==> src/rtl/product_accumulator.sv <==
// Accumulates a programmed number of signed products into a wide signed sum,
// handed off with valid/ready. Optional macro ACC_SAT_EN clamps on overflow.
module product_accumulator #(
  parameter int PROD_W = 19,
  parameter int ACC_W  = 24,
  parameter int LEN_W  = 8
) (
  input  logic              clk,
  input  logic              rst,
  input  logic              start,
  input  logic [LEN_W-1:0]  len,
  input  logic              prod_valid,
  input  logic [PROD_W-1:0] prod,
  output logic              busy,
  output logic              acc_valid,
  output logic [ACC_W-1:0]  acc_out,
  input  logic              out_ready,
  output logic              overflow
);

  typedef enum logic [1:0] {IDLE, ACCUM, DONE} state_t;

  state_t             state;
  logic [LEN_W-1:0]   count;
  logic [ACC_W-1:0]   addend;
  logic [ACC_W-1:0]   sum;
  logic [ACC_W-1:0]   next_acc;
  logic               add_ovf;

`ifdef ACC_SAT_EN
  localparam logic [ACC_W-1:0] ACC_MAX = {1'b0, {(ACC_W-1){1'b1}}};
  localparam logic [ACC_W-1:0] ACC_MIN = {1'b1, {(ACC_W-1){1'b0}}};
`endif

  always_comb begin
    addend  = ACC_W'($signed(prod));
    sum     = acc_out + addend;
    // Signed overflow: operands agree in sign but the wrapped sum does not.
    add_ovf = (acc_out[ACC_W-1] == addend[ACC_W-1]) &&
              (sum[ACC_W-1] != acc_out[ACC_W-1]);
`ifdef ACC_SAT_EN
    next_acc = add_ovf ? (addend[ACC_W-1] ? ACC_MIN : ACC_MAX) : sum;
`else
    next_acc = sum;
`endif
  end

  always_ff @(posedge clk) begin
    if (rst) begin
      state     <= IDLE;
      acc_out   <= '0;
      count     <= '0;
      busy      <= 1'b0;
      acc_valid <= 1'b0;
      overflow  <= 1'b0;
    end else begin
      case (state)
        IDLE: begin
          if (start) begin
            acc_out  <= '0;
            overflow <= 1'b0;
            busy     <= 1'b1;
            if (len == '0) begin
              state     <= DONE;
              acc_valid <= 1'b1;
            end else begin
              state <= ACCUM;
              count <= len;
            end
          end
        end
        ACCUM: begin
          if (prod_valid) begin
            acc_out <= next_acc;
            count   <= count - 1'b1;
            if (add_ovf) overflow <= 1'b1;
            if (count == LEN_W'(1)) begin
              state     <= DONE;
              acc_valid <= 1'b1;
            end
          end
        end
        DONE: begin
          if (out_ready) begin
            state     <= IDLE;
            acc_valid <= 1'b0;
            busy      <= 1'b0;
          end
        end
        default: begin
          state     <= IDLE;
          acc_valid <= 1'b0;
          busy      <= 1'b0;
        end
      endcase
    end
  end

endmodule

==> config.mk <==
export PLATFORM = sky130hd
export DESIGN_NAME = product_accumulator
export DESIGN_NICKNAME = d
export VERILOG_FILES = /design/src/rtl/product_accumulator.sv
export SDC_FILE = /design/constraint.sdc
export NUM_CORES = 1
export LEC_CHECK = 0
export BUFFER_PORTS_ARGS = -buffer_cell sky130_fd_sc_hd__buf_4
export CORE_MARGIN = 10
export CORE_UTILIZATION = 55
export CTS_CLUSTER_DIAMETER = 100
export DETAILED_ROUTE_END_ITERATION = 16
export PLACE_DENSITY = 0.81
export SETUP_SLACK_MARGIN = 0.02
export SYNTH_ARGS = -nofsm -noshare
export SYNTH_HDL_FRONTEND = slang
export SYNTH_SLANG_ARGS = --single-unit
export TNS_END_PERCENT = 1
==> constraint.sdc <==
create_clock -name clk -period 6.6 [get_ports clk]
set_input_delay 0 -clock clk [delete_from_list [all_inputs] [get_ports clk]]
set_output_delay 0 -clock clk [all_outputs]
set_load 0.02 [all_outputs]
==> results.cfg, run 1 <==
[pwr]
vdd_drop_max_mv = 0.09551
p_comb_share_pct = 37.2
power_density_mw_per_mm2 = 209.8
power.share.sequential_pct = 38.9
netSwitchingPower_uw = 251.1
p_leak_uw = 0.001430
switching_share_pct = 36.76
p_int_uw = 432.1
finalPower_uw = 683.2
p_clk_share_pct = 23.8

[timing]
timing.final.crit_period_ns = 2.599
tns_ns = 0
finalHoldViolations = 0
finalCritPeriodShare_pct = 39.38
setup_ws_ns = 4.001
slew_headroom_pct = 22.99
setup_viol = 0
finClkSkew_ns = 0.007066
rsz0062_at_grt = no
fmax_mhz = 384.7
slew_violations = 0
tightest_slew_ns = 1.151

[global_routing]
grt_overflow_total = 0
grt_max_degree = 26
grtUsageTotal_pct = 16.85
grt_pass1_wl_um = 11950
grt_pass1_vias = 2599
antenna_found_initial = 0

[floorplanning]
pin_count = 59
rows = 25
start_util_pct = 57.06
fp.coreArea_mm2 = 0.004723
fp.dieArea_mm2 = 0.008100
die_h_um = 90
fp.dieW_um = 90

[worst_setup_path]
cp_cell_sequence = ha_1 > fa_1 > a21o_1 > a311o_2 > o2111ai_2 > a21o_4 > a21oi_2 > or3_1 > a32o_1
critPathSlowestCell = fa_1
start_kind = flop
reg2reg_depth = 9
setup.worst_path.end_class = flop
path_buf_inv = 0
critPathMaxFanout = 5
crit_required_ns = 6.79
reg2reg_to = acc_out[18]$_SDFFE_PP0P_
crit_type = reg2reg
crit_arrival_ns = 2.78
cpLargestDelayFamily = compound AO/OA/AOI/OAI gates
cp_slowest_stage_delay_ns = 0.41
rr_startpoint = acc_out[0]$_SDFFE_PP0P_
crit_path_start = acc_out[0]$_SDFFE_PP0P_
regToRegSetupSlack_ns = 4.00

[logic_synthesis]
synth_cell_types = 48
yosys_warnings = 0
syn_area_per_cell_um2 = 7.656
netlist_area_mm2 = 0.002695
synthArstFlopShare_pct = 0
synth_edf_count = 0
syn_nets = 410
synth_ff_type = dfxtp_1
netlist_instances = 352
seq_area_frac_synth_pct = 27.48
synth-seq-cells = 37

[cells_and_area]
multi_input_comb_area_mm2 = 0.001866
finish.net_count = 462
fin_area_mm2 = 0.003256
area_growth_syn_to_layout_pct = 20.80
diodes = 0
utilization_pct = 68.93
area.sequential_um2 = 740.7
n_fill_cell = 406
drive_above_1_share_pct = 18.32

[worst_hold_path]
worstHoldEndpoint = state[1]$_SDFFE_PP0P_
hold_depth = 3
hold_path_class = in2reg
hold_start = out_ready

[clocking]
tritoncts = done
clk_latency_ns = 0.29
cts-buffers-inserted = 5
clockBufferDepth = 2
clk_pin_slew_ns = 0.07
cts.htree.levels = 2
post_cts_buffers = 0
clock-sinks = 37
clock-root-buffer = clkbuf_8

[placement]
place_area_mm2 = 0.003159
preCtsSetupSlack_ns = 4.028
hpwl_um = 5404
io_buffers = 58
gp_congestion = 0.8923

[detailed_routing]
drt_first_iter_violations = 148
vias_per_cell = 5.718
drc = 0
wl_per_cell_um = 14.82
vias = 2693
ant_nets = 0
first_pass_iters = 4
wl_um = 6980

[flow_run]
maxCapViolations = 0

[run_status]
outcome = finished, final reports clean
[worst min-delay path: cells and delay by family]
| family | cells | cell delay [ns] |
|---|---|---|
| AOI/OAI and AO/OA | 1 | 0.06 |
| buffers and inverters | 1 | 0.10 |
| and+or+nand+nor | 1 | 0.10 |
[cell type report]
class                   instances  share of cell area (%)
multi-input cells             292                   57.30
flip-flops and latches         37                   22.75
repair buffers                 59                   13.68
clock buffers                   7                   2.652
well taps                      67                   2.575
inverters                       9                   1.038
[routing by layer]
metal / part of all wire, % / vias to the layer above / GRT usage [%]
li1: - / 1387 / -
met1: 46 / 1232 / 20.31
met2: 48 / 69 / 29.12
met3: 5.0 / 5 / 4.073
met4: 0.77 / 0 / 4.377
met5: 0 / - / 0
[cells in the final DEF, fill, tap and decap left out, drive strengths merged, types with 3 or more instances in the layout]
master	count
buf	58
a21oi	43
nand2	42
dfxtp	37
nor2	36
o21ai	31
ha	25
xnor2	10
inv	9
nand3	9
xor2	8
a22oi	7
clkbuf	7
nand4	6
a21o	6
o21a	5
nand2b	5
nor3	5
a31oi	5
nor2b	4
or3	4
a211oi	4
o211ai	4
mux2i	3
o21bai	3
[power by group through the flow]
stage,sequential (uW),clock [uW],combinational (uW)
6_report,266,163,254
5_1_grt,270,175,282
4_1_cts,266,165,254
3_5_place_dp,271,0,251
3_3_place_gp,270,0,246
2_1_floorplan,280,0,171
[synth_stat cells (3+ instances only)]
library cell | n | area share (%)
a21o_1 | 5 | 1.4
nand2b_1 | 5 | 1.2
inv_1 | 9 | 1.3
o211ai_1 | 3 | 0.84
xor2_1 | 8 | 2.6
o21bai_1 | 3 | 0.84
o21ai_0 | 29 | 5.4
ha_1 | 25 | 12
clkbuf_1 | 12 | 1.7
nor3_1 | 5 | 0.93
a211oi_1 | 4 | 1.1
nor2_1 | 36 | 5.0
nand2_1 | 42 | 5.8
a31oi_1 | 4 | 0.93
nand4_1 | 6 | 1.4
mux2i_1 | 3 | 1.1
a21oi_1 | 42 | 7.8
o21a_1 | 5 | 1.4
a22oi_1 | 7 | 1.9
xnor2_1 | 10 | 3.2
nand3_1 | 9 | 1.7
dfxtp_1 | 37 | 27
or3_1 | 4 | 0.93
nor2b_1 | 4 | 0.93
[cells by family after synthesis]
logic type                 Yosys count  share of synthesized area, %
AOI/OAI and AO/OA                  125                         29.62
and+or+nand+nor                    120                         20.29
DFF                                 37                         27.48
adders and majority gates           26                         12.35
buffers and inverters               23                         3.296
xor gates and xnor gates            18                         5.850
muxes                                3                         1.114
[state kept, by name, summed over array words and instances, names as in the netlist]
register and cells:
state 2, busy 1, overflow 1, count 8, acc_valid 1, acc_out 24
[timing repair]
action | in CTS | in global routing
hold buffers | 1 | 0
resized for setup | 0 | 0
hold endpoints to repair | 1 | 0
[worst max path at each step]
stage,slack (ns),depth (start not counted),end
final,4.00,9,acc_out[18]$_SDFFE_PP0P_
after global routing,3.89,9,acc_out[18]$_SDFFE_PP0P_
after CTS,4.01,9,acc_out[18]$_SDFFE_PP0P_
after detailed placement,4.03,9,acc_out[18]$_SDFFE_PP0P_
after global placement,4.09,9,acc_out[18]$_SDFFE_PP0P_
after floorplan,4.07,9,acc_out[18]$_SDFFE_PP0P_
[metrics by stage]
stage	hold slack, ns	instances
final	0.007343	471
after global routing	0.02745	471
after CTS	0.007168	471
after detailed placement	0.2838	463
after global placement	0.2819	463
after floorplan	0.1519	352
Power figures use the tool's default switching activity.
==> inputs of run 2 (changes only) <==
--- a/config.mk
+++ b/config.mk
@@ -7,10 +7,10 @@
 export LEC_CHECK = 0
 export BUFFER_PORTS_ARGS = -buffer_cell sky130_fd_sc_hd__buf_4
 export CORE_MARGIN = 10
-export CORE_UTILIZATION = 55
+export CORE_UTILIZATION = 50
 export CTS_CLUSTER_DIAMETER = 100
 export DETAILED_ROUTE_END_ITERATION = 16
-export PLACE_DENSITY = 0.81
+export PLACE_DENSITY = 0.77
 export SETUP_SLACK_MARGIN = 0.02
 export SYNTH_ARGS = -nofsm -noshare
 export SYNTH_HDL_FRONTEND = slang
==> constraint.sdc (replaced) <==
create_clock -name clk -period 2.34 [get_ports clk]
set_input_delay 0 -clock clk [delete_from_list [all_inputs] [get_ports clk]]
set_output_delay 0 -clock clk [all_outputs]
set_load 0.02 [all_outputs]
==> run 2 against run 1 <==
Against the previous run: largest power group is now combinational cells; sequential power rose to 2.8 times the previous value; power grew to 3.1 times the previous value; the run now ends with negative setup slack left; register-to-register slack lost 4.0 ns; critical path type unchanged; cell count up 2.8%; global-route usage decreased by 0.53 points; via count grew 4.6%; final area up 4.1%.
==> results.cfg, run 2 (synthesized netlist as in run 1, its figures left out) <==
[worst_setup_path]
crit_required_ns = 2.53
crit_type = reg2reg
path_buf_inv = 0
start_kind = flop
reg2reg_depth = 9
cp_cell_sequence = ha_4 > fa_2 > a21o_1 > a311o_2 > o2111ai_2 > a21o_4 > a21oi_2 > or3_1 > a32o_1
crit_arrival_ns = 2.56
cpLargestDelayFamily = compound AO/OA/AOI/OAI gates
critPathMaxFanout = 2
cp_slowest_stage_delay_ns = 0.36
rr_startpoint = acc_out[0]$_SDFFE_PP0P_
reg2reg_to = acc_out[18]$_SDFFE_PP0P_
critPathSlowestCell = dfxtp_4
regToRegSetupSlack_ns = -0.03
setup.worst_path.end_class = flop

[timing]
finalHoldViolations = 0
setup_ws_ns = -0.03101
holdWs_ns = 0.04559
slew_violations = 0
fmax_mhz = 421.8
rsz0062_at_grt = yes
setup_viol = 1
finClkSkew_ns = 0.008877
slew_headroom_pct = 21.77
timing.final.crit_period_ns = 2.371
tightest_slew_ns = 1.169
finalCritPeriodShare_pct = 101.3

[cells_and_area]
final_cell_mix = buf_4, nand2_1, a21oi_1
drive_above_1_share_pct = 21.26
top_register = acc_out
finish.net_count = 471
utilization_pct = 65.51
area_growth_syn_to_layout_pct = 25.72
diodes = 0
mostFrequentLayoutCell = buf_4
reg_top3 = acc_out x24, count x8, state x2
largest_reg_flops = 24

[floorplanning]
fp.coreArea_mm2 = 0.005172
rows = 26
fp.dieArea_mm2 = 0.008726
pin_count = 59
die_h_um = 93.42
fp.dieW_um = 93.42
start_util_pct = 52.10

[clocking]
clock-root-buffer = clkbuf_8
cts-buffers-inserted = 5
clockBufferDepth = 2
tritoncts = done
clock-sinks = 37
clk_pin_slew_ns = 0.08
clk_latency_ns = 0.29
post_cts_buffers = 0
cts.htree.levels = 2

[pwr]
vdd_drop_max_mv = 0.2851
p_leak_uw = 0.001488
power_density_mw_per_mm2 = 615.7

[run_status]
violations = negative setup slack
outcome = finished, violations left

[placement]
io_buffers = 58
preCtsSetupSlack_ns = -0.02269
hpwl_um = 5480
gp_congestion = 0.8903

[detailed_routing]
ant_nets = 0
vias_per_cell = 5.820
vias = 2817
first_pass_iters = 6
wl_um = 7258
drt_first_iter_violations = 191
wl_per_cell_um = 15.00
drc = 0

[worst_hold_path]
hold_depth = 3
hold_path_class = in2reg
worstHoldEndpoint = count[1]$_SDFFE_PP0P_
hold_start = len[1]

[global_routing]
grt_pass1_vias = 2704
grt_max_degree = 26
grt_overflow_total = 0
grt_pass1_wl_um = 12000
antenna_found_initial = 0
grtUsageTotal_pct = 16.32

[flow_run]
maxCapViolations = 0
run 2: worst max path at each step:
| stage | endpoint | slack [ns] | cells after the start | from |
|---|---|---|---|---|
| after floorplan | acc_out[18]$_SDFFE_PP0P_ | -0.02 | 9 | acc_out[0]$_SDFFE_PP0P_ |
| after global placement | acc_out[18]$_SDFFE_PP0P_ | 0.01 | 9 | acc_out[0]$_SDFFE_PP0P_ |
| after detailed placement | acc_out[18]$_SDFFE_PP0P_ | -0.02 | 9 | acc_out[0]$_SDFFE_PP0P_ |
| after CTS | acc_out[18]$_SDFFE_PP0P_ | -0.03 | 9 | acc_out[0]$_SDFFE_PP0P_ |
| after global routing | acc_out[18]$_SDFFE_PP0P_ | -0.13 | 9 | acc_out[0]$_SDFFE_PP0P_ |
| final | acc_out[18]$_SDFFE_PP0P_ | -0.03 | 9 | acc_out[0]$_SDFFE_PP0P_ |
run 2: report_power, final:
group	switching (uW)	internal, uW	total, uW
registers	52.8	693	745
clock network	246	348	594
logic	437	310	747
total	736	1350	2090
run 2: tightest hold or removal path: stages:
cell,delay [ns]
buf_4,0.09
o211ai_1,0.09
a21oi_1,0.13
run 2: area by class of cell:
type	instances	area, um^2
Clock buffer	7	86.33
Timing Repair Buffer	68	515.5
Clock inverter	1	30.03
Tap cell	70	87.58
Inverter	9	33.78
Fill cell	455	1784
Multi-Input combinational cell	292	1891
Sequential cell	37	744.5
run 2: metal layers:
layer / global-route usage [%] / part of all wire (%) / routed length (um)
met1: 18.79 / 44 / 3203
met2: 28.65 / 49 / 3566
met3: 4.396 / 5.4 / 394
met4: 4.884 / 1.3 / 93
met5: 0 / 0 / 0
run 2: metrics by stage:
step | cell area (um^2) | power, uW | TNS [ns] | std cells
detailed placement | 3232 | 1489 | -0.02269 | 474
floorplan | 2704 | 1271 | -0.01808 | 352
global placement | 3232 | 1476 | 0 | 474
global route | 3388 | 2231 | -0.2529 | 484
finish | 3388 | 2086 | -0.03101 | 484
CTS | 3378 | 2088 | -0.02721 | 484
run 2: timing repair:
action,4_1_cts,5_1_grt
hold buffers,2,0
pin swaps,0,1
resized for setup,1,3
endpoints found under the hold margin,2,0
setup endpoints to repair,1,7
==> inputs of run 3 (changes only) <==
--- a/config.mk
+++ b/config.mk
@@ -5,7 +5,7 @@
 export SDC_FILE = /design/constraint.sdc
 export NUM_CORES = 1
 export LEC_CHECK = 0
-export BUFFER_PORTS_ARGS = -buffer_cell sky130_fd_sc_hd__buf_4
+export BUFFER_PORTS_ARGS = -buffer_cell sky130_fd_sc_hd__clkbuf_2
 export CORE_MARGIN = 10
 export CORE_UTILIZATION = 50
 export CTS_CLUSTER_DIAMETER = 100
==> run 3 against run 2 <==
Against the previous run: the flow still finishes with violations (negative setup slack); die area unchanged; clock skew down 0.0038 ns; register-to-register slack hardly changed; via count shrank 3.0%; clock-buffer cell count rose by 1; power fell by 7.5%; utilization fell by 2.8 points; critical endpoint unchanged; highest routed layer unchanged; setup slack got worse by 0.012 ns.
==> results.cfg, run 3 (synthesized netlist as in run 1, its figures left out) <==
[floorplanning]
start_util_pct = 52.10
die_h_um = 93.42
fp.coreArea_mm2 = 0.005172
pin_count = 59
fp.dieArea_mm2 = 0.008726
fp.dieW_um = 93.42
rows = 26

[worst_setup_path]
crit_path_start = acc_out[0]$_SDFFE_PP0P_
cp_cell_sequence = ha_4 > fa_2 > a21o_1 > a311o_2 > o2111ai_4 > a21o_4 > a21oi_2 > or3_1 > a32o_1
rr_startpoint = acc_out[0]$_SDFFE_PP0P_
crit_required_ns = 2.53
critPathMaxFanout = 2
critPathSlowestCell = fa_2
start_kind = flop
crit_arrival_ns = 2.57
setup.worst_path.end_class = flop
cp_slowest_stage_delay_ns = 0.38
crit_type = reg2reg

[cells_and_area]
instances_no_fill = 486
drive_above_1_share_pct = 22.12
finish.net_count = 473
mostFrequentLayoutCell = clkbuf_2
diodes = 0
utilization_pct = 62.72
fin_area_mm2 = 0.003244
area_growth_syn_to_layout_pct = 20.38
final_cell_mix = clkbuf_2, nand2_1, a21oi_1
top_register = acc_out
largest_reg_flops = 24
reg_top3 = acc_out x24, count x8, state x2

[detailed_routing]
ant_nets = 0
wl_per_cell_um = 14.47
wl_um = 7032
drc = 0
first_pass_iters = 4
dr_wl_met2_um = 3398
vias = 2733
wl_met3_um = 370
vias_per_cell = 5.623
top_layer = met4
drt_first_iter_violations = 159
wl_met1_um = 3197

[pwr]
finalPower_uw = 1929
vdd_drop_max_mv = 0.3014
p_leak_uw = 0.001443
power_density_mw_per_mm2 = 594.6

[placement]
io_buffers = 58
gp_congestion = 0.8867
hpwl_um = 5361
placed_cells = 474
preCtsSetupSlack_ns = -0.02508
place_area_mm2 = 0.003087

[timing]
timing.final.crit_period_ns = 2.383
setup_viol = 1
finClkSkew_ns = 0.005072
setup_ws_ns = -0.04280
rsz0062_at_grt = yes
slew_headroom_pct = 28.84
finalCritPeriodShare_pct = 101.8
finalHoldViolations = 0
tightest_slew_ns = 1.063
fmax_mhz = 419.7
slew_violations = 0

[clocking]
cts.htree.levels = 2
clockBufferDepth = 2
clock-root-buffer = clkbuf_8
clock-sinks = 37
clk_pin_slew_ns = 0.08
clk_latency_ns = 0.29
tritoncts = done
cts-buffers-inserted = 5

[global_routing]
grt_max_degree = 25
grt_pass1_wl_um = 11480
grt_pass1_vias = 2597
antenna_found_initial = 0
grt_overflow_total = 0
grtUsageTotal_pct = 15.66

[flow_run]
maxCapViolations = 0

[worst_hold_path]
hold_path_class = in2reg
hold_start = out_ready

[run_status]
outcome = finished, violations left
violations = negative setup slack
run 3: final cells by class:
type / instances / area, um^2
fillers: 476 / 1928
clock buffers: 8 / 90.09
multi-input cells: 292 / 1906
repair buffers: 70 / 382.9
inverters: 9 / 33.78
well taps: 70 / 87.58
flip-flops and latches: 37 / 744.5
run 3: worst paths after layout:
| check | end | slack, ns | depth (start not counted) |
|---|---|---|---|
| min | state[1]$_SDFFE_PP0P_ | 0.03 | 3 |
| max reg2reg | acc_out[18]$_SDFFE_PP0P_ | -0.04 | 9 |
| max | acc_out[18]$_SDFFE_PP0P_ | -0.04 | 9 |
| min reg2reg | acc_out[21]$_SDFFE_PP0P_ | 0.47 | 2 |
run 3: critical path: cells and delay by family, from the launching register on:
family	cells	cell delay, ns
fa+ha+maj	2	0.54
flops	1	0.35
compound gates	6	1.07
simple gates	1	0.31
run 3: power breakdown:
group | internal (uW) | leakage [uW] | switching [uW] | total, uW
Sequential | 693 | 0.000302 | 50.8 | 743
Clock | 241 | 0.0000455 | 232 | 472
Combinational | 278 | 0.00110 | 435 | 713
Total | 1210 | 0.00144 | 717 | 1930
run 3: repair_timing:
item / CTS / global route
gates resized for setup: 1 / 7
setup endpoints to repair: 1 / 10
setup buffers: 3 / 0
hold buffers: 1 / 0
endpoints found under the hold margin: 1 / 0
pin swaps: 4 / 3
run 3: per-stage QoR:
step | TNS (ns) | hold slack (ns)
final | -0.04280 | 0.03438
after global routing | -0.4286 | 0.04557
after CTS | -0.02768 | 0.02803
after detailed placement | -0.02508 | 0.2806
after global placement | 0 | 0.2656
after floorplan | -0.01808 | 0.1519
run 3: routing by layer:
metal / vias up / global-route usage (%)
li1: 1415 / -
met1: 1248 / 18.87
met2: 62 / 27.20
met3: 8 / 3.997
met4: 0 / 3.342
met5: - / 0
